$ cat src/rtl/uart_pkg.sv
// Shared UART receive-control definitions: controller state encoding and receiver config field layout.
package uart_pkg;

    typedef enum logic [1:0] {
        ST_OFF  = 2'd0,
        ST_RUN  = 2'd1,
        ST_STOP = 2'd2
    } rx_state_t;

    localparam int CFG_PARITY_BIT  = 0;
    localparam int CFG_STOP_LSB    = 1;
    localparam int CFG_STOP_WIDTH  = 2;
    localparam int CFG_DATA_LSB    = 3;
    localparam int CFG_DATA_WIDTH  = 2;
    localparam int DATA_LEN_OFFSET = 4;

    // Data-length code 0..3 maps to 4..7 data bits plus offset.
    function automatic int cfg_data_bits(input logic [4:0] cfg);
        return int'(cfg[CFG_DATA_LSB +: CFG_DATA_WIDTH]) + DATA_LEN_OFFSET;
    endfunction

endpackage

$ cat src/rtl/uart_rx_ctrl_if.sv
// Host-side bus of the UART receive controller: config write, run request, FIFO read port and status flags.
interface uart_rx_ctrl_if #(
    parameter int DATA_WIDTH  = 8,
    parameter int CONF_WIDTH  = 5,
    parameter int LEVEL_WIDTH = 3
);
    logic                   enable_i;
    logic                   cfg_valid_i;
    logic [CONF_WIDTH-1:0]  cfg_i;
    logic                   cfg_ready_o;
    logic                   rd_valid_o;
    logic                   rd_ready_i;
    logic [DATA_WIDTH-1:0]  rd_data_o;
    logic                   rd_perr_o;
    logic [LEVEL_WIDTH-1:0] level_o;
    logic                   overrun_o;
    logic                   perr_o;
    logic                   clr_flags_i;

    modport slave (
        input  enable_i, cfg_valid_i, cfg_i, rd_ready_i, clr_flags_i,
        output cfg_ready_o, rd_valid_o, rd_data_o, rd_perr_o, level_o, overrun_o, perr_o
    );

    modport master (
        output enable_i, cfg_valid_i, cfg_i, rd_ready_i, clr_flags_i,
        input  cfg_ready_o, rd_valid_o, rd_data_o, rd_perr_o, level_o, overrun_o, perr_o
    );

endinterface

$ cat src/rtl/uart_rx_fifo.sv
// Show-ahead capture FIFO: head word always visible on rd_data; push while full is accepted only with a same-cycle pop.
module uart_rx_fifo #(
    parameter int WIDTH = 9,
    parameter int DEPTH = 4,
    localparam int PTR_W = $clog2(DEPTH),
    localparam int LVL_W = PTR_W + 1
) (
    input  logic             clk_i,
    input  logic             rst_i,
    input  logic             push,
    input  logic             pop,
    input  logic [WIDTH-1:0] wr_data,
    output logic             full,
    output logic             empty,
    output logic [LVL_W-1:0] level,
    output logic [WIDTH-1:0] rd_data
);

    logic [WIDTH-1:0] mem [DEPTH];
    logic [PTR_W-1:0] wr_ptr;
    logic [PTR_W-1:0] rd_ptr;
    logic [LVL_W-1:0] count;
    logic             push_ok;
    logic             pop_ok;

    assign full    = (count == LVL_W'(DEPTH));
    assign empty   = (count == '0);
    assign level   = count;
    assign rd_data = mem[rd_ptr];
    assign pop_ok  = pop & ~empty;
    assign push_ok = push & (~full | pop_ok);

    // Storage is reset so the head reads zero out of reset.
    always_ff @(posedge clk_i or posedge rst_i) begin
        if (rst_i) begin
            for (int i = 0; i < DEPTH; i++) begin
                mem[i] <= '0;
            end
            wr_ptr <= '0;
            rd_ptr <= '0;
            count  <= '0;
        end else begin
            if (push_ok) begin
                mem[wr_ptr] <= wr_data;
                wr_ptr      <= wr_ptr + 1'b1;
            end
            if (pop_ok) begin
                rd_ptr <= rd_ptr + 1'b1;
            end
            case ({push_ok, pop_ok})
                2'b10:   count <= count + 1'b1;
                2'b01:   count <= count - 1'b1;
                default: count <= count;
            endcase
        end
    end

endmodule

$ cat src/rtl/uart_rx_ctrl.sv
// UART receive controller: run/stop sequencing with quiescence guard, frame capture FIFO and sticky error flags.
// Build option UART_RX_CTRL_PARITY_DROP_EN: discard frames that arrive with a parity error.
//
// state   | meaning
// ST_OFF  | receiver disabled, config writes accepted
// ST_RUN  | receiver enabled, config locked
// ST_STOP | receiver disabled, waiting GUARD_TICKS baud ticks for the line to settle
module uart_rx_ctrl
    import uart_pkg::*;
#(
    parameter int MAX_DATA_WIDTH  = 8,
    parameter int STOP_CONF_WIDTH = 2,
    parameter int DATA_CONF_WIDTH = 3,
    parameter int FIFO_DEPTH      = 4,
    parameter int GUARD_TICKS     = 256,
    localparam int CONF_W         = STOP_CONF_WIDTH + DATA_CONF_WIDTH,
    localparam int LVL_W          = $clog2(FIFO_DEPTH) + 1
) (
    input  logic                      clk_i,
    input  logic                      rst_i,
    input  logic                      baud_en_i,
    output logic                      rx_en_o,
    output logic [CONF_W-1:0]         rx_conf_o,
    input  logic                      rx_done_i,
    input  logic                      parity_error_i,
    input  logic [MAX_DATA_WIDTH-1:0] rx_data_i,
    uart_rx_ctrl_if.slave             bus
);

    localparam int GUARD_W = (GUARD_TICKS > 1) ? $clog2(GUARD_TICKS) : 1;
    localparam logic [GUARD_W-1:0] GUARD_LOAD = GUARD_W'(GUARD_TICKS - 1);
`ifdef UART_RX_CTRL_PARITY_DROP_EN
    localparam int FIFO_W = MAX_DATA_WIDTH;
`else
    localparam int FIFO_W = MAX_DATA_WIDTH + 1;
`endif

    rx_state_t          state_q;
    rx_state_t          state_d;
    logic [GUARD_W-1:0] guard_q;
    logic [GUARD_W-1:0] guard_d;
    logic               conf_load;

    logic               done_q;
    logic               frame_rise;
    logic               push_req;
    logic               pop;
    logic               full;
    logic               empty;
    logic               push_accept;
    logic               overrun_set;
    logic               perr_set;
    logic               overrun_q;
    logic               perr_q;
    logic [FIFO_W-1:0]  wr_word;
    logic [FIFO_W-1:0]  head;
    logic [LVL_W-1:0]   level;

    // Guard timer counts down from GUARD_TICKS-1; the tick seen at zero releases to OFF.
    always_comb begin
        state_d   = state_q;
        guard_d   = guard_q;
        conf_load = 1'b0;
        case (state_q)
            ST_OFF: begin
                conf_load = bus.cfg_valid_i;
                if (bus.enable_i) begin
                    state_d = ST_RUN;
                end
            end
            ST_RUN: begin
                if (!bus.enable_i) begin
                    state_d = ST_STOP;
                    guard_d = GUARD_LOAD;
                end
            end
            ST_STOP: begin
                if (bus.enable_i) begin
                    state_d = ST_RUN;
                    guard_d = GUARD_LOAD;
                end else if (baud_en_i) begin
                    if (guard_q == '0) begin
                        state_d = ST_OFF;
                    end else begin
                        guard_d = guard_q - 1'b1;
                    end
                end
            end
            default: begin
                state_d = ST_OFF;
                guard_d = GUARD_LOAD;
            end
        endcase
    end

    always_ff @(posedge clk_i or posedge rst_i) begin
        if (rst_i) begin
            state_q   <= ST_OFF;
            guard_q   <= GUARD_LOAD;
            rx_conf_o <= '0;
        end else begin
            state_q <= state_d;
            guard_q <= guard_d;
            if (conf_load) begin
                rx_conf_o <= bus.cfg_i;
            end
        end
    end

    assign rx_en_o         = (state_q == ST_RUN);
    assign bus.cfg_ready_o = (state_q == ST_OFF);

    assign frame_rise  = rx_done_i & ~done_q;
    assign pop         = ~empty & bus.rd_ready_i;
    assign push_accept = ~full | pop;

`ifdef UART_RX_CTRL_PARITY_DROP_EN
    assign push_req      = frame_rise & ~parity_error_i;
    assign perr_set      = frame_rise & parity_error_i;
    assign wr_word       = rx_data_i;
    assign bus.rd_data_o = head;
    assign bus.rd_perr_o = 1'b0;
`else
    assign push_req      = frame_rise;
    assign perr_set      = frame_rise & parity_error_i & push_accept;
    assign wr_word       = {parity_error_i, rx_data_i};
    assign bus.rd_data_o = head[MAX_DATA_WIDTH-1:0];
    assign bus.rd_perr_o = head[MAX_DATA_WIDTH];
`endif

    assign overrun_set = push_req & ~push_accept;

    // A set event in the same cycle as a clear leaves the flag asserted.
    always_ff @(posedge clk_i or posedge rst_i) begin
        if (rst_i) begin
            done_q    <= 1'b0;
            overrun_q <= 1'b0;
            perr_q    <= 1'b0;
        end else begin
            done_q    <= rx_done_i;
            overrun_q <= overrun_set | (overrun_q & ~bus.clr_flags_i);
            perr_q    <= perr_set | (perr_q & ~bus.clr_flags_i);
        end
    end

    uart_rx_fifo #(
        .WIDTH (FIFO_W),
        .DEPTH (FIFO_DEPTH)
    ) u_fifo (
        .clk_i   (clk_i),
        .rst_i   (rst_i),
        .push    (push_req),
        .pop     (pop),
        .wr_data (wr_word),
        .full    (full),
        .empty   (empty),
        .level   (level),
        .rd_data (head)
    );

    assign bus.rd_valid_o = ~empty;
    assign bus.level_o    = level;
    assign bus.overrun_o  = overrun_q;
    assign bus.perr_o     = perr_q;

endmodule
$ cat src/flat_wrapper.sv
// flat-port wrapper written by rule: the top's interface ports become plain ports
module uart_rx_ctrl_flat import uart_pkg::*;
#(
    parameter int MAX_DATA_WIDTH  = 8,
    parameter int STOP_CONF_WIDTH = 2,
    parameter int DATA_CONF_WIDTH = 3,
    parameter int FIFO_DEPTH      = 4,
    parameter int GUARD_TICKS     = 256,
    localparam int CONF_W         = STOP_CONF_WIDTH + DATA_CONF_WIDTH,
    localparam int LVL_W          = $clog2(FIFO_DEPTH) + 1
)
  (clk_i, rst_i, baud_en_i, rx_en_o, rx_conf_o, rx_done_i, parity_error_i, rx_data_i, bus_enable_i, bus_cfg_valid_i, bus_cfg_i, bus_rd_ready_i, bus_clr_flags_i, bus_cfg_ready_o, bus_rd_valid_o, bus_rd_data_o, bus_rd_perr_o, bus_level_o, bus_overrun_o, bus_perr_o);
  uart_rx_ctrl_if bus_i ();
  input  logic clk_i;
  input  logic rst_i;
  input  logic baud_en_i;
  output logic rx_en_o;
  output logic [CONF_W-1:0] rx_conf_o;
  input  logic rx_done_i;
  input  logic parity_error_i;
  input  logic [MAX_DATA_WIDTH-1:0] rx_data_i;
  input wire logic [$bits(bus_i.enable_i)-1:0] bus_enable_i;
  input wire logic [$bits(bus_i.cfg_valid_i)-1:0] bus_cfg_valid_i;
  input wire logic [$bits(bus_i.cfg_i)-1:0] bus_cfg_i;
  input wire logic [$bits(bus_i.rd_ready_i)-1:0] bus_rd_ready_i;
  input wire logic [$bits(bus_i.clr_flags_i)-1:0] bus_clr_flags_i;
  output wire logic [$bits(bus_i.cfg_ready_o)-1:0] bus_cfg_ready_o;
  output wire logic [$bits(bus_i.rd_valid_o)-1:0] bus_rd_valid_o;
  output wire logic [$bits(bus_i.rd_data_o)-1:0] bus_rd_data_o;
  output wire logic [$bits(bus_i.rd_perr_o)-1:0] bus_rd_perr_o;
  output wire logic [$bits(bus_i.level_o)-1:0] bus_level_o;
  output wire logic [$bits(bus_i.overrun_o)-1:0] bus_overrun_o;
  output wire logic [$bits(bus_i.perr_o)-1:0] bus_perr_o;
  assign bus_i.enable_i = bus_enable_i;
  assign bus_i.cfg_valid_i = bus_cfg_valid_i;
  assign bus_i.cfg_i = bus_cfg_i;
  assign bus_i.rd_ready_i = bus_rd_ready_i;
  assign bus_i.clr_flags_i = bus_clr_flags_i;
  assign bus_cfg_ready_o = bus_i.cfg_ready_o;
  assign bus_rd_valid_o = bus_i.rd_valid_o;
  assign bus_rd_data_o = bus_i.rd_data_o;
  assign bus_rd_perr_o = bus_i.rd_perr_o;
  assign bus_level_o = bus_i.level_o;
  assign bus_overrun_o = bus_i.overrun_o;
  assign bus_perr_o = bus_i.perr_o;
  uart_rx_ctrl #(.MAX_DATA_WIDTH(MAX_DATA_WIDTH), .STOP_CONF_WIDTH(STOP_CONF_WIDTH), .DATA_CONF_WIDTH(DATA_CONF_WIDTH), .FIFO_DEPTH(FIFO_DEPTH), .GUARD_TICKS(GUARD_TICKS)) u_core (.clk_i(clk_i), .rst_i(rst_i), .baud_en_i(baud_en_i), .rx_en_o(rx_en_o), .rx_conf_o(rx_conf_o), .rx_done_i(rx_done_i), .parity_error_i(parity_error_i), .rx_data_i(rx_data_i), .bus(bus_i));
endmodule
$ cat config.mk
export PLATFORM = sky130hd
export DESIGN_NAME = uart_rx_ctrl_flat
export DESIGN_NICKNAME = d
export VERILOG_FILES = /design/src/rtl/uart_pkg.sv /design/src/rtl/uart_rx_ctrl_if.sv /design/src/rtl/uart_rx_fifo.sv /design/src/rtl/uart_rx_ctrl.sv /design/src/flat_wrapper.sv
export SDC_FILE = /design/constraint.sdc
export NUM_CORES = 1
export LEC_CHECK = 0
export CAP_MARGIN = 20
export CORE_ASPECT_RATIO = 0.5
export CORE_MARGIN = 4
export CORE_UTILIZATION = 28
export DETAILED_ROUTE_END_ITERATION = 10
export PLACE_DENSITY = 0.49
export SLEW_MARGIN = 20
export SYNTH_ARGS = -nofsm -noshare
export SYNTH_HDL_FRONTEND = slang
export SYNTH_SLANG_ARGS = --single-unit
export TNS_END_PERCENT = 5
$ cat constraint.sdc
create_clock -name clk_i -period 2.4 [get_ports clk_i]
set_input_delay 0.36 -clock clk_i [delete_from_list [all_inputs] [get_ports clk_i]]
set_output_delay 0.36 -clock clk_i [all_outputs]
set_load 0.05 [all_outputs]
; ---- After elaboration in Yosys (flattened, before gate mapping)
; Index checks and enable logic that the tools add are counted.
; W data, S select, Z words.
[classes]
n_addsub = 5
n_lt_le_gt_ge = 3
n_eq_ne = 10
n_mux = 19
bitwise = 21
reduce_logical = 7
[op_table]
columns = operator, n
row1 = $bwmux W36, 1
row2 = $mux W8, 4
row3 = $mux W9, 3
row4 = $pmux W8 S3, 1
row5 = $bmux W9 S2, 1
row6 = $demux W9 S2, 1
row7 = $mux W2, 5
row8 = $and A1 B1 Y1, 9
row9 = $logic_not A8 Y1, 1
row10 = $reduce_and A4 Y1, 2
row11 = $sub A8 B1 Y8 const B, 1
row12 = $ge A3 B3 Y1 const B, 2
row13 = $ne A3 B3 Y1 const B, 2
row14 = $not A1 Y1, 6
row15 = $not A2 Y3, 2
row16 = $pmux W2 S3, 1
row17 = $pmux W3 S2, 1
row18 = $add A2 B1 Y2 const B, 2
row19 = $eq A2 B1 Y1 const B, 2
row20 = $eq A2 B2 Y1 const B, 2
row21 = $ne A2 B2 Y1 const B, 2
row22 = $or A1 B1 Y1, 4
row23 = $add A3 B1 Y3 const B, 1
row24 = $eq A3 B3 Y1 const B, 1
row25 = 8 further kinds, 8
[totals]
register_bits = 61
in_bits = 22
output_inout_bits = 22
elab_cells = 78

; ---- Longest topological paths before layout
; Gate-level depths: netlist of run 1.
[logic_depth]
word_depth = 8
ltp_mapped = 7
ltp_nobuf = 6

; ---- By module
; A second synthesis of run 1 with hierarchy kept.
[unflattened]
cells_unflattened = 211
area_unflattened_um2 = 2914.0
[by_module_without_submodules]
columns = mod, n_inst, cells_per_inst, area_each_um2, seq_area_each_um2
row1 = uart_rx_fifo, 1, 125, 1973.1, 1076.0
row2 = uart_rx_ctrl, 1, 86, 940.9, 460.4

; ---- Least setup slack after synthesis of run 1
; No wires, ideal clock.
[synth_timing]
path_kind = reg2reg
startpoint = reg u_core.u_fifo.count[2], in the netlist u_core.u_fifo.level[2]
endpoint = reg u_core.u_fifo.mem[0] (netlist bit)
setup_ns = 0.125
arrival_ns = 1.913
required_ns = 2.275
path_slack_ns = 0.362
stages_incl_launch_ff = 6
n_path_buf = 1
period_less_slack_ns = 2.038
path_cell_list = dfrtp_1 -> or4b_4 -> nor2b_4 -> buf_12 -> nand2_8 -> mux2_4
[synth_via]
elab_chain_len = 6
elab_cells_between_ends = 8
classes_between = eq/ne: 1 / bitwise: 6 / reduce/logical: 1
[synth_lines]
columns = item, line
row1 = from (decl), uart_rx_fifo.sv:22  ; logic [LVL_W-1:0] count;
row2 = from (signal assigned), uart_rx_fifo.sv:51  ; 2'b10: count <= count + 1'b1;
row3 = from (signal assigned), uart_rx_fifo.sv:52  ; 2'b01: count <= count - 1'b1;
row4 = from (signal assigned), uart_rx_fifo.sv:53  ; default: count <= count;
row5 = $logic_not A3 Y1, uart_rx_fifo.sv:27  ; assign empty = (count == '0);
row6 = $not A1 Y1, "uart_rx_fifo.sv:30, uart_rx_ctrl.sv:114"
row7 = $and A1 B1 Y1, uart_rx_ctrl.sv:114  ; assign pop = ~empty & bus.rd_ready_i;
row8 = $and A1 B1 Y1, uart_rx_fifo.sv:30  ; assign pop_ok = pop & ~empty;
row9 = $or A1 B1 Y1 (*), uart_rx_fifo.sv:31  ; assign push_ok = push & (~full | pop_ok);
row10 = $and A1 B1 Y1 (*), uart_rx_fifo.sv:31
row11 = "to (signal, indexed assignment)", uart_rx_fifo.sv:44  ; mem[wr_ptr] <= wr_data;
row12 = to (decl), uart_rx_fifo.sv:19  ; logic [WIDTH-1:0] mem [DEPTH];
; Every way passes the cells marked *; elsewhere a longest branch is shown, timed or not.
; A chain may end at the register's enable or synchronous reset.

; ---- Final worst setup path of run 1
[layout_timing]
startpoint = reg u_core.state_q[1]
endpoint = out rx_en_o
[layout_via]
elab_chain_len = 1
[layout_lines]
columns = item, line
row1 = from (decl), uart_rx_ctrl.sv:38  ; rx_state_t state_q;
row2 = from (signal assigned), uart_rx_ctrl.sv:102  ; state_q <= state_d;
row3 = $eq A2 B1 Y1, uart_rx_ctrl.sv:110  ; assign rx_en_o = (state_q == ST_RUN);
row4 = to (decl), flat_wrapper.sv:17  ; output logic rx_en_o;
; No other way between the ends.

==> results of run 1 <==
stage by stage:
stage	instances	hold WS [ps]	setup WS [ps]	area, µm²	util (%)
5_1_grt	412	484	145	4010	38.3
6_report	412	428	262	4010	38.3
2_1_floorplan	214	391	362	3090	-
4_1_cts	412	436	28.3	4010	38.3
3_5_place_dp	396	479	140	3670	35.0
3_3_place_gp	396	486	165	3670	35.0
final cells by class:
type                       instances  area (µm²)  area share [%]
sequential                        61        1540            38.3
multi-input combinational        136        1460            36.5
timing repair buffer              47         453            11.3
clock buffer                      13         270            6.74
tap                              140         175            4.37
clock inverter                     3        67.6            1.68
inverter                          12        45.0            1.12
logic make-up after synthesis:
| logic type | Yosys count | synth area share, % |
|---|---|---|
| compound gates | 28 | 6.12 |
| xor+xnor | 8 | 2.27 |
| fa+ha+maj | 6 | 2.67 |
| buf+inv | 17 | 2.88 |
| flops | 61 | 49.8 |
| mux | 52 | 26.5 |
| simple gates | 42 | 9.77 |
Yosys cell counts (3+ instances only):
| cell | count |
|---|---|
| sky130_fd_sc_hd__dfstp_2 | 8 |
| sky130_fd_sc_hd__mux2_2 | 5 |
| sky130_fd_sc_hd__nor2_1 | 7 |
| sky130_fd_sc_hd__a21oi_1 | 4 |
| sky130_fd_sc_hd__nor2b_1 | 3 |
| sky130_fd_sc_hd__nand2_1 | 10 |
| sky130_fd_sc_hd__xor2_1 | 3 |
| sky130_fd_sc_hd__nand2_8 | 4 |
| sky130_fd_sc_hd__nand2b_1 | 3 |
| sky130_fd_sc_hd__inv_1 | 12 |
| sky130_fd_sc_hd__o21ai_0 | 8 |
| sky130_fd_sc_hd__mux4_2 | 9 |
| sky130_fd_sc_hd__dfrtp_1 | 53 |
| sky130_fd_sc_hd__ha_1 | 5 |
| sky130_fd_sc_hd__xnor2_1 | 5 |
| sky130_fd_sc_hd__o211ai_1 | 5 |
| sky130_fd_sc_hd__mux2_4 | 36 |
worst min-delay path, stage by stage:
cell and delay [ps]:
sky130_fd_sc_hd__clkdlybuf4s50_1 420, sky130_fd_sc_hd__inv_2 70, sky130_fd_sc_hd__buf_12 300
power by group through the flow:
stage | registers [mW] | clock network (mW) | logic [mW]
2_1_floorplan | 1.79 | 0 | 1.84
3_3_place_gp | 1.72 | 0 | 2.50
3_5_place_dp | 1.73 | 0 | 2.53
4_1_cts | 1.72 | 1.49 | 2.54
5_1_grt | 1.78 | 1.53 | 2.64
6_report | 1.73 | 1.45 | 2.50
flip-flops by register name, indices dropped and copies added, names as in the netlist:
name and count:
u_core.bus.overrun_o 1, u_core.bus.perr_o 1, u_core.done_q 1, u_core.guard_q 8, u_core.rx_conf_o 5, u_core.state_q 2
u_core.u_fifo.level 3, u_core.u_fifo.mem 36, u_core.u_fifo.rd_ptr 2, u_core.u_fifo.wr_ptr 2
metal layers:
layer | GRT usage [%] | part of all wire [%] | vias to the layer above
met4 | 3.90 | 1.3 | 0
met5 | 0 | 0 | -
met3 | 3.75 | 4.2 | 7
li1 | - | - | 880
met2 | 17.8 | 49 | 28
met1 | 12.6 | 46 | 938
worst paths after layout:
check / start / slack, ps / endpoint
min in group clk_i: u_core.u_fifo.rd_ptr[0] / 490 / u_core.u_fifo.rd_ptr[0]
min reg2reg: u_core.u_fifo.rd_ptr[0] / 490 / u_core.u_fifo.rd_ptr[0]
max: u_core.state_q[1] / 260 / rx_en_o
max in group asynchronous: rst_i / 1670 / u_core.guard_q[6]
min: rst_i / 430 / u_core.rx_conf_o[0]
max reg2reg: u_core.u_fifo.level[1] / 520 / u_core.u_fifo.mem[30]
==> impl_metrics.prom, run 1 <==
# TYPE chip_impl_metric gauge
chip_impl_metric{name="gp_routability_congestion",unit=""} 0.744
chip_impl_metric{name="postCtsSetupRepairBufs",unit=""} 0
chip_impl_metric{name="die_width",unit="µm"} 157
chip_impl_metric{name="synth.cell_area",unit="mm²"} 0.00309
chip_impl_metric{name="fp.dieArea",unit="mm²"} 0.0129
chip_impl_metric{name="gate_count_of_the_mapped_netlist",unit=""} 214
chip_impl_metric{name="total_power",unit="mW"} 5.68
chip_impl_info{name="cpMaxStageDelayCell",value="sky130_fd_sc_hd__clkdlybuf4s50_1"} 1
chip_impl_metric{name="drtIter0Drc",unit=""} 42
chip_impl_metric{name="clock_sinks",unit=""} 61
chip_impl_metric{name="crit_arrival",unit="ps"} 1780
chip_impl_metric{name="antennaDiodeCount",unit=""} 0
chip_impl_metric{name="syn2layout_area_growth",unit="%"} 29.9
chip_impl_metric{name="synth_edf_count",unit=""} 0
chip_impl_info{name="synth.largest_area_cell",value="sky130_fd_sc_hd__dfrtp_1"} 1
chip_impl_info{name="final_cell_mix",value="53 x sky130_fd_sc_hd__dfrtp_1, 36 x sky130_fd_sc_hd__mux2_4, 33 x sky130_fd_sc_hd__clkdlybuf4s50_1"} 1
chip_impl_metric{name="cts.hold.buffers_added",unit=""} 0
chip_impl_metric{name="rows",unit=""} 26
chip_impl_metric{name="grt_pass1_vias",unit=""} 2053
chip_impl_metric{name="ratio_of_routed_vias_to_standard_cells",unit=""} 4.50
chip_impl_metric{name="max_stage_delay",unit="ps"} 820
chip_impl_info{name="critical_path.endpoint_type",value="output pin"} 1
chip_impl_metric{name="synth.distinct_cells",unit=""} 47
chip_impl_info{name="timing.hold.worst.class",value="input port to asynchronous set/reset pin"} 1
chip_impl_metric{name="design.portCount",unit=""} 44
chip_impl_metric{name="cp_num_cells",unit=""} 2
chip_impl_metric{name="overflow",unit=""} 0
chip_impl_metric{name="first_pass_grt_wire_length",unit="µm"} 10400
chip_impl_metric{name="drt-pass1-iter-count",unit=""} 4
chip_impl_metric{name="synth_async_reset_ratio",unit="%"} 100
chip_impl_metric{name="maximum_number_of_pins_on_one_net_before_global_route_repair",unit=""} 62
chip_impl_metric{name="relSlewSlack",unit="%"} 62.0
chip_impl_metric{name="sequentialPowerShare",unit="%"} 30.4
chip_impl_metric{name="cts_resized",unit=""} 0
chip_impl_metric{name="numCtsBuffers",unit=""} 9
chip_impl_info{name="layout_commonest_cell",value="sky130_fd_sc_hd__dfrtp_1"} 1
chip_impl_metric{name="routed_wl",unit="µm"} 6260
chip_impl_metric{name="fin_skew",unit="ps"} 9.58
chip_impl_metric{name="synth.top_cell.area_share",unit="%"} 42.9
chip_impl_metric{name="synth-seq-area-share",unit="%"} 49.8
chip_impl_metric{name="initial_core_util",unit="%"} 29.5
chip_impl_metric{name="clk_buf_depth",unit=""} 2
chip_impl_metric{name="power_leakage",unit="nW"} 1.77
chip_impl_metric{name="ys_ff_latch",unit=""} 61
chip_impl_metric{name="postSynthAreaPerCell",unit="µm²"} 14.4
chip_impl_metric{name="power.density_cell_area",unit="mW/mm²"} 1420
chip_impl_metric{name="critical_path_required",unit="ps"} 2040
chip_impl_metric{name="setup_total_negative_slack",unit="ps"} 0
chip_impl_metric{name="total_switching_power",unit="mW"} 2.07
chip_impl_metric{name="drt_drc_violations_left",unit=""} 0
chip_impl_metric{name="min_period_over_period",unit="%"} 89.1
chip_impl_info{name="tritoncts_clock_tree",value="yes"} 1
chip_impl_metric{name="max-cap-violations",unit=""} 0
chip_impl_info{name="primary_ff_master_synth",value="sky130_fd_sc_hd__dfrtp_1"} 1
chip_impl_info{name="cts.root.buffer_cell",value="sky130_fd_sc_hd__clkbuf_16"} 1
chip_impl_metric{name="routed-via-count",unit=""} 1853
chip_impl_metric{name="rr_worst_depth",unit=""} 4
chip_impl_metric{name="layout_cells_sized_above_1",unit="%"} 35.7
chip_impl_metric{name="finalSetupViolations",unit=""} 0
chip_impl_metric{name="route.detailed.wl_per_inst",unit="µm"} 15.2
chip_impl_info{name="criticalPathCategory",value="flop to output pin"} 1
chip_impl_metric{name="max_slew_violations",unit=""} 0
chip_impl_metric{name="pwr-share-comb",unit="%"} 44.0
chip_impl_metric{name="path_buf_inv",unit=""} 1
chip_impl_metric{name="detailedPlacementHpwl",unit="µm"} 4070
chip_impl_metric{name="clk_latency",unit="ps"} 330
chip_impl_metric{name="timing.final.crit_period",unit="ps"} 2140
chip_impl_metric{name="yosys_warnings",unit=""} 0
chip_impl_metric{name="detail-route-antenna-nets",unit=""} 0
chip_impl_metric{name="achievable-frequency",unit="MHz"} 468
chip_impl_metric{name="place.port_buffers",unit=""} 43
chip_impl_metric{name="grt_antenna_before_repair",unit=""} 0
chip_impl_metric{name="p_int",unit="mW"} 3.61
chip_impl_metric{name="hold_violations",unit=""} 0
chip_impl_info{name="critical_path.cell_chain",value="nor2b_1, clkdlybuf4s50_1"} 1
chip_impl_metric{name="htree_levels",unit=""} 3
chip_impl_metric{name="nets",unit=""} 295
chip_impl_metric{name="clk_pin_slew_worst_paths",unit="ps"} 50
chip_impl_metric{name="clock_power_share",unit="%"} 25.6
chip_impl_metric{name="globalRouteTotalUtil",unit="%"} 10.6
chip_impl_info{name="start_kind",value="flop"} 1
chip_impl_info{name="post_synth_main_area_contributors",value="sky130_fd_sc_hd__dfrtp_1 43%, sky130_fd_sc_hd__mux2_4 18%, sky130_fd_sc_hd__dfstp_2 6.8%, sky130_fd_sc_hd__mux4_2 6.6%, sky130_fd_sc_hd__nand2_8 2.6%"} 1
chip_impl_metric{name="power.share.switching",unit="%"} 36.4
chip_impl_info{name="run_status",value="finished, final reports clean"} 1
chip_impl_metric{name="worst-path-max-fanout",unit=""} 8
chip_impl_metric{name="max-vdd-ir-drop",unit="V"} 0.000487
chip_impl_metric{name="die_height",unit="µm"} 82.3
chip_impl_metric{name="postSynthNetCount",unit=""} 242
chip_impl_metric{name="max_slew.worst_pin.slew",unit="ps"} 570
chip_impl_metric{name="core_area",unit="mm²"} 0.0105
chip_impl_info{name="crit_family",value="buffers and inverters"} 1
chip_impl_metric{name="final.fill_count",unit=""} 994
chip_impl_info{name="setup_repair_after_global_routing_missed_its_margin",value="false"} 1
Note: power is estimated with default switching activity, not from simulation.
==> run 2: changes to the inputs <==
--- a/config.mk
+++ b/config.mk
@@ -8,9 +8,9 @@
 export CAP_MARGIN = 20
 export CORE_ASPECT_RATIO = 0.5
 export CORE_MARGIN = 4
-export CORE_UTILIZATION = 28
+export CORE_UTILIZATION = 54
 export DETAILED_ROUTE_END_ITERATION = 10
-export PLACE_DENSITY = 0.49
+export PLACE_DENSITY = 0.81
 export SLEW_MARGIN = 20
 export SYNTH_ARGS = -nofsm -noshare
 export SYNTH_HDL_FRONTEND = slang
==> run 2 against run 1 <==
Compared with the run above: register-to-register slack barely moved; critical path depth did not move; clock skew down 1.7 ps; count of clock-buffer cells in the layout unchanged; sequential share of layout area grew 0.94 points; worst hold slack worse by 36 ps; sequential power is essentially flat; fmax decreased by 8.3%; largest cell class unchanged; sequential cell count stayed put; utilization up 33 points; power decreased by 0.13%; highest routed layer unchanged.
==> impl_metrics.prom, run 2 (same netlist as run 1, synthesis figures left out) <==
# TYPE chip_impl_metric gauge
chip_impl_info{name="reg2reg_from",value="u_core.u_fifo.level[1]"} 1
chip_impl_metric{name="hold_violations",unit=""} 0
chip_impl_metric{name="die_height",unit="µm"} 61.5
chip_impl_metric{name="max_slew_violations",unit=""} 0
chip_impl_metric{name="clk_latency",unit="ps"} 330
chip_impl_metric{name="drt-pass1-iter-count",unit=""} 4
chip_impl_info{name="setup_repair_after_global_routing_missed_its_margin",value="false"} 1
chip_impl_metric{name="place.port_buffers",unit=""} 43
chip_impl_metric{name="pwr-share-comb",unit="%"} 44.3
chip_impl_metric{name="clock_sinks",unit=""} 61
chip_impl_info{name="largest_register",value="u_core.u_fifo.mem"} 1
chip_impl_metric{name="detailedPlacementHpwl",unit="µm"} 3900
chip_impl_metric{name="clock_power_share",unit="%"} 24.8
chip_impl_metric{name="multiInputGateArea",unit="mm²"} 0.00146
chip_impl_metric{name="ratio_of_routed_vias_to_standard_cells",unit=""} 5.55
chip_impl_metric{name="postCtsSetupRepairBufs",unit=""} 0
chip_impl_metric{name="timing.final.crit_period",unit="ps"} 2330
chip_impl_metric{name="overflow",unit=""} 0
chip_impl_metric{name="detail-route-antenna-nets",unit=""} 0
chip_impl_metric{name="syn2layout_area_growth",unit="%"} 26.7
chip_impl_metric{name="max-vdd-ir-drop",unit="V"} 0.000989
chip_impl_info{name="layout_commonest_cell",value="sky130_fd_sc_hd__dfrtp_1"} 1
chip_impl_metric{name="die_width",unit="µm"} 115
chip_impl_metric{name="core_area",unit="mm²"} 0.00552
chip_impl_info{name="critical_path.cell_chain",value="or3_2, clkdlybuf4s50_1"} 1
chip_impl_metric{name="hold_slack",unit="ps"} 392
chip_impl_metric{name="clk_buf_depth",unit=""} 2
chip_impl_metric{name="postLayoutCoreUtil",unit="%"} 71.0
chip_impl_info{name="timing.hold.worst.class",value="input port to asynchronous set/reset pin"} 1
chip_impl_metric{name="globalRouteTotalUtil",unit="%"} 19.6
chip_impl_metric{name="min_period_over_period",unit="%"} 97.1
chip_impl_metric{name="grt_antenna_before_repair",unit=""} 0
chip_impl_metric{name="p_int",unit="mW"} 3.59
chip_impl_metric{name="fin_skew",unit="ps"} 7.86
chip_impl_metric{name="drt_drc_violations_left",unit=""} 0
chip_impl_metric{name="design.portCount",unit=""} 44
chip_impl_metric{name="sequentialPowerShare",unit="%"} 30.8
chip_impl_metric{name="cts_resized",unit=""} 0
chip_impl_metric{name="antennaDiodeCount",unit=""} 0
chip_impl_metric{name="grt_pass1_vias",unit=""} 2052
chip_impl_info{name="crit_path_start",value="u_core.u_fifo.level[1]"} 1
chip_impl_metric{name="setup_total_negative_slack",unit="ps"} 0
chip_impl_metric{name="relSlewSlack",unit="%"} 61.4
chip_impl_info{name="final_cell_mix",value="53 x sky130_fd_sc_hd__dfrtp_1, 36 x sky130_fd_sc_hd__mux2_4, 34 x sky130_fd_sc_hd__clkdlybuf4s50_1"} 1
chip_impl_metric{name="finalSetupViolations",unit=""} 0
chip_impl_metric{name="routed_wl",unit="µm"} 6090
chip_impl_info{name="run_status",value="finished, final reports clean"} 1
chip_impl_metric{name="design_area",unit="mm²"} 0.00391
chip_impl_metric{name="nets",unit=""} 295
chip_impl_metric{name="crit_arrival",unit="ps"} 1970
chip_impl_metric{name="dp_slack",unit="ps"} 141
chip_impl_metric{name="final.fill_count",unit=""} 375
chip_impl_metric{name="power.density_cell_area",unit="mW/mm²"} 1450
chip_impl_metric{name="post_dp_cell_area",unit="mm²"} 0.00359
chip_impl_metric{name="gp_routability_congestion",unit=""} 0.861
chip_impl_metric{name="power.share.switching",unit="%"} 36.7
chip_impl_metric{name="largest_reg_flops",unit=""} 36
chip_impl_metric{name="layout_cells_sized_above_1",unit="%"} 35.3
chip_impl_metric{name="critical_path_required",unit="ps"} 2040
chip_impl_info{name="critical_path.endpoint_type",value="output pin"} 1
chip_impl_metric{name="worst-path-max-fanout",unit=""} 7
chip_impl_metric{name="initial_core_util",unit="%"} 56.0
chip_impl_metric{name="htree_levels",unit=""} 3
chip_impl_info{name="start_kind",value="flop"} 1
chip_impl_metric{name="power_leakage",unit="nW"} 1.77
chip_impl_metric{name="cts.hold.buffers_added",unit=""} 0
chip_impl_info{name="criticalPathCategory",value="flop to output pin"} 1
chip_impl_metric{name="maximum_number_of_pins_on_one_net_before_global_route_repair",unit=""} 39
chip_impl_info{name="top_regs",value="u_core.u_fifo.mem x36, u_core.guard_q x8, u_core.rx_conf_o x5"} 1
chip_impl_metric{name="finalWorstSetupSlack",unit="ps"} 68.5
chip_impl_metric{name="total_switching_power",unit="mW"} 2.08
chip_impl_metric{name="post-place-cells",unit=""} 329
chip_impl_info{name="cpMaxStageDelayCell",value="sky130_fd_sc_hd__clkdlybuf4s50_1"} 1
chip_impl_metric{name="max-cap-violations",unit=""} 0
chip_impl_metric{name="drtIter0Drc",unit=""} 106
chip_impl_metric{name="final_cell_count_no_fill",unit=""} 345
chip_impl_metric{name="total_power",unit="mW"} 5.67
chip_impl_metric{name="numCtsBuffers",unit=""} 9
chip_impl_metric{name="first_pass_grt_wire_length",unit="µm"} 10200
chip_impl_metric{name="achievable-frequency",unit="MHz"} 429
chip_impl_metric{name="fp.dieArea",unit="mm²"} 0.00707
chip_impl_metric{name="rows",unit=""} 19
chip_impl_info{name="cts.root.buffer_cell",value="sky130_fd_sc_hd__clkbuf_16"} 1
chip_impl_metric{name="route.detailed.wl_per_inst",unit="µm"} 17.7
chip_impl_info{name="tritoncts_clock_tree",value="yes"} 1
chip_impl_metric{name="max_slew.worst_pin.slew",unit="ps"} 574
chip_impl_metric{name="max_stage_delay",unit="ps"} 710
chip_impl_metric{name="total_area_of_sequential_cells",unit="mm²"} 0.00154
chip_impl_metric{name="routed-via-count",unit=""} 1915
chip_impl_metric{name="clk_pin_slew_worst_paths",unit="ps"} 50
[run 2: routing by layer]
layer  vias up  share of wire, %  GRT usage [%]
met1       986                44           23.7
met4         0              0.66           6.86
met2        45                51           33.8
met3         4               4.4           6.67
met5         -                 0              0
li1        880                 -              -
[run 2: layout make-up]
cell class	instances	share of cell area (%)
timing repair buffer	47	11.5
multi-input combinational	136	37.4
sequential	61	39.3
clock inverter	3	1.73
inverter	12	1.15
clock buffer	13	6.65
tap	73	2.33
[run 2: final timing paths]
kind | endpoint | slack (ps) | depth (start not counted)
min reg2reg | u_core.u_fifo.rd_ptr[0] | 500 | 1
max | bus_rd_valid_o | 70 | 2
max in group asynchronous | u_core.u_fifo.mem[25] | 1430 | 3
max reg2reg | u_core.u_fifo.mem[7] | 530 | 4
min | u_core.u_fifo.mem[15] | 390 | 2
min in group clk_i | u_core.u_fifo.rd_ptr[0] | 500 | 1
[run 2: power by group through the flow]
stage	sequential, mW	clock (mW)	combinational (mW)
2_1_floorplan	1.79	0	1.84
3_5_place_dp	1.74	0	2.51
5_1_grt	1.80	1.48	2.68
3_3_place_gp	1.71	0	2.46
4_1_cts	1.74	1.44	2.54
6_report	1.75	1.41	2.51
[run 2: worst max-delay path: cells and delay by family (launching register included)]
kind | cells | cell delay [ps]
AND/OR/NAND/NOR | 1 | 490
flip-flops | 1 | 450
buffers and inverters | 1 | 710
==> run 3: changes to the inputs <==
--- a/config.mk
+++ b/config.mk
@@ -10,7 +10,9 @@
 export CORE_MARGIN = 4
 export CORE_UTILIZATION = 54
 export DETAILED_ROUTE_END_ITERATION = 10
+export GPL_TIMING_DRIVEN = 0
 export PLACE_DENSITY = 0.81
+export SKIP_LAST_GASP = 1
 export SLEW_MARGIN = 20
 export SYNTH_ARGS = -nofsm -noshare
 export SYNTH_HDL_FRONTEND = slang
==> run 3 against run 2 <==
Compared with the run above: register-to-register slack lost 60 ps; cell area shrank 0.61%; utilization decreased by 0.43 points; routed wire length hardly changed; global-route usage down 0.94 points; clock skew down 2.6 ps; sequential power barely moved; worst hold slack gained 110 ps; sequential share of layout area grew 0.24 points.
==> impl_metrics.prom, run 3 (same netlist as run 1, synthesis figures left out) <==
# TYPE chip_impl_metric gauge
chip_impl_info{name="run_status",value="finished, final reports clean"} 1
chip_impl_metric{name="detailedPlacementHpwl",unit="µm"} 3920
chip_impl_metric{name="design.portCount",unit=""} 44
chip_impl_metric{name="rows",unit=""} 19
chip_impl_metric{name="drt-pass1-iter-count",unit=""} 4
chip_impl_metric{name="largest_reg_flops",unit=""} 36
chip_impl_metric{name="antennaDiodeCount",unit=""} 0
chip_impl_metric{name="max-cap-violations",unit=""} 0
chip_impl_metric{name="postCtsSetupRepairBufs",unit=""} 0
chip_impl_info{name="setup_repair_after_global_routing_missed_its_margin",value="true"} 1
chip_impl_metric{name="routed_wl",unit="µm"} 6090
chip_impl_metric{name="die_width",unit="µm"} 115
chip_impl_metric{name="fin_skew",unit="ps"} 5.26
chip_impl_info{name="cts.root.buffer_cell",value="sky130_fd_sc_hd__clkbuf_16"} 1
chip_impl_metric{name="grt_antenna_before_repair",unit=""} 0
chip_impl_metric{name="gp_routability_congestion",unit=""} 0.866
chip_impl_metric{name="drtIter0Drc",unit=""} 139
chip_impl_metric{name="hold_depth",unit=""} 1
chip_impl_info{name="criticalPathCategory",value="flop to output pin"} 1
chip_impl_metric{name="worst-path-max-fanout",unit=""} 7
chip_impl_metric{name="hold_violations",unit=""} 0
chip_impl_info{name="reg2reg_to",value="u_core.u_fifo.mem[7]"} 1
chip_impl_info{name="reg2reg_from",value="u_core.u_fifo.level[1]"} 1
chip_impl_metric{name="core_area",unit="mm²"} 0.00552
chip_impl_metric{name="setup_total_negative_slack",unit="ps"} 0
chip_impl_metric{name="worst-r2r-setup-slack",unit="ps"} 470
chip_impl_metric{name="relSlewSlack",unit="%"} 51.2
chip_impl_metric{name="crit_arrival",unit="ps"} 1990
chip_impl_info{name="timing.hold.worst.start",value="u_core.u_fifo.mem[8]"} 1
chip_impl_metric{name="clock_sinks",unit=""} 61
chip_impl_metric{name="route.detailed.wl_per_inst",unit="µm"} 17.7
chip_impl_metric{name="htree_levels",unit=""} 3
chip_impl_metric{name="ratio_of_routed_vias_to_standard_cells",unit=""} 5.54
chip_impl_metric{name="hold_slack",unit="ps"} 504
chip_impl_metric{name="nets",unit=""} 295
chip_impl_info{name="critical_path.endpoint_type",value="output pin"} 1
chip_impl_metric{name="clk_pin_slew_worst_paths",unit="ps"} 50
chip_impl_metric{name="rr_worst_depth",unit=""} 5
chip_impl_metric{name="final_cell_count_no_fill",unit=""} 345
chip_impl_metric{name="die_height",unit="µm"} 61.5
chip_impl_metric{name="syn2layout_area_growth",unit="%"} 26.0
chip_impl_metric{name="globalRouteTotalUtil",unit="%"} 18.6
chip_impl_info{name="top_regs",value="u_core.u_fifo.mem x36, u_core.guard_q x8, u_core.rx_conf_o x5"} 1
chip_impl_metric{name="layout_cells_sized_above_1",unit="%"} 32.0
chip_impl_info{name="start_kind",value="flop"} 1
chip_impl_metric{name="max_slew.worst_pin.slew",unit="ps"} 732
chip_impl_metric{name="achievable-frequency",unit="MHz"} 426
chip_impl_metric{name="postLayoutCoreUtil",unit="%"} 70.5
chip_impl_info{name="hold_path_end",value="u_core.u_fifo.mem[8]"} 1
chip_impl_metric{name="finalSetupViolations",unit=""} 0
chip_impl_metric{name="fp.dieArea",unit="mm²"} 0.00707
chip_impl_metric{name="initial_core_util",unit="%"} 56.0
chip_impl_metric{name="first_pass_grt_wire_length",unit="µm"} 9690
chip_impl_metric{name="max-vdd-ir-drop",unit="V"} 0.000908
chip_impl_metric{name="place.port_buffers",unit=""} 43
chip_impl_metric{name="min_period_over_period",unit="%"} 97.9
chip_impl_metric{name="maximum_number_of_pins_on_one_net_before_global_route_repair",unit=""} 62
chip_impl_metric{name="drt_drc_violations_left",unit=""} 0
chip_impl_metric{name="detail-route-antenna-nets",unit=""} 0
chip_impl_metric{name="total_area_of_sequential_cells",unit="mm²"} 0.00154
chip_impl_metric{name="power.density_cell_area",unit="mW/mm²"} 1410
chip_impl_info{name="final_cell_mix",value="53 x sky130_fd_sc_hd__dfrtp_1, 36 x sky130_fd_sc_hd__mux2_4, 34 x sky130_fd_sc_hd__clkdlybuf4s50_1"} 1
chip_impl_metric{name="critical_path_required",unit="ps"} 2040
chip_impl_metric{name="power_leakage",unit="nW"} 1.76
chip_impl_metric{name="overflow",unit=""} 0
chip_impl_metric{name="max_slew_violations",unit=""} 0
chip_impl_metric{name="numCtsBuffers",unit=""} 9
chip_impl_info{name="timing.hold.worst.class",value="flop to flop"} 1
chip_impl_metric{name="post-place-cells",unit=""} 330
chip_impl_info{name="tritoncts_clock_tree",value="yes"} 1
chip_impl_info{name="layout_commonest_cell",value="sky130_fd_sc_hd__dfrtp_1"} 1
chip_impl_metric{name="timing.final.crit_period",unit="ps"} 2350
chip_impl_metric{name="cts.hold.buffers_added",unit=""} 0
chip_impl_metric{name="clk_latency",unit="ps"} 330
chip_impl_metric{name="routed-via-count",unit=""} 1911
chip_impl_metric{name="total_power",unit="mW"} 5.47
chip_impl_metric{name="final.fill_count",unit=""} 375
chip_impl_metric{name="multiInputGateArea",unit="mm²"} 0.00146
chip_impl_info{name="largest_register",value="u_core.u_fifo.mem"} 1
chip_impl_metric{name="clk_buf_depth",unit=""} 2
chip_impl_metric{name="grt_pass1_vias",unit=""} 1989
## run 3: worst max-delay path by stage
| stage | to | startpoint | slack [ps] |
|---|---|---|---|
| CTS | bus_rd_data_o[4] | u_core.u_fifo.rd_ptr[0] | -40 |
| detailed placement | bus_rd_data_o[4] | u_core.u_fifo.rd_ptr[0] | 40 |
| floorplan | u_core.u_fifo.mem[0] | u_core.u_fifo.level[2] | 360 |
| global placement | u_core.bus.perr_o | rst_i | -460 |
| finish | bus_rd_valid_o | u_core.u_fifo.level[1] | 50 |
| global route | bus_rd_data_o[3] | u_core.u_fifo.rd_ptr[0] | -9 |
## run 3: critical path: stages (launching register included)
cell	delay, ps
sky130_fd_sc_hd__dfrtp_1	460
sky130_fd_sc_hd__or3_2	490
sky130_fd_sc_hd__clkdlybuf4s50_1	710
## run 3: through the flow
stage | setup WS, ps | area [µm²]
floorplan | 362 | 3090
global placement | -456 | 3610
detailed placement | 37.3 | 3610
CTS | -36.4 | 3890
global route | -8.91 | 3890
finish | 50.4 | 3890
## run 3: cell type report
type / count / area share, %
plain buffers: 4 / 1.09
flip-flops and latches: 61 / 39.5
clock buffers: 12 / 6.34
clock inverters: 4 / 1.22
multi-input cells: 136 / 37.6
well taps: 73 / 2.35
repair buffers: 43 / 10.7
inverters: 12 / 1.22
## run 3: what timing repair did
item                                    in CTS  in global routing
endpoints found under the setup margin       9                  9
cloned                                       0                  0
resized for setup                            9                  3
## run 3: power breakdown
group | internal, mW | leakage (nW) | switching (mW)
logic | 1.13 | 0.891 | 1.31
registers | 1.43 | 0.722 | 0.312
clock network | 0.828 | 0.143 | 0.447
total | 3.40 | 1.76 | 2.07
## run 3: routing by layer
metal / track usage, % / vias up / routed length (µm)
met5: 0 / - / 0
met4: 6.86 / 0 / 63
met3: 7.16 / 9 / 262
met2: 32.1 / 38 / 3050
met1: 21.9 / 984 / 2710
li1: - / 880 / -
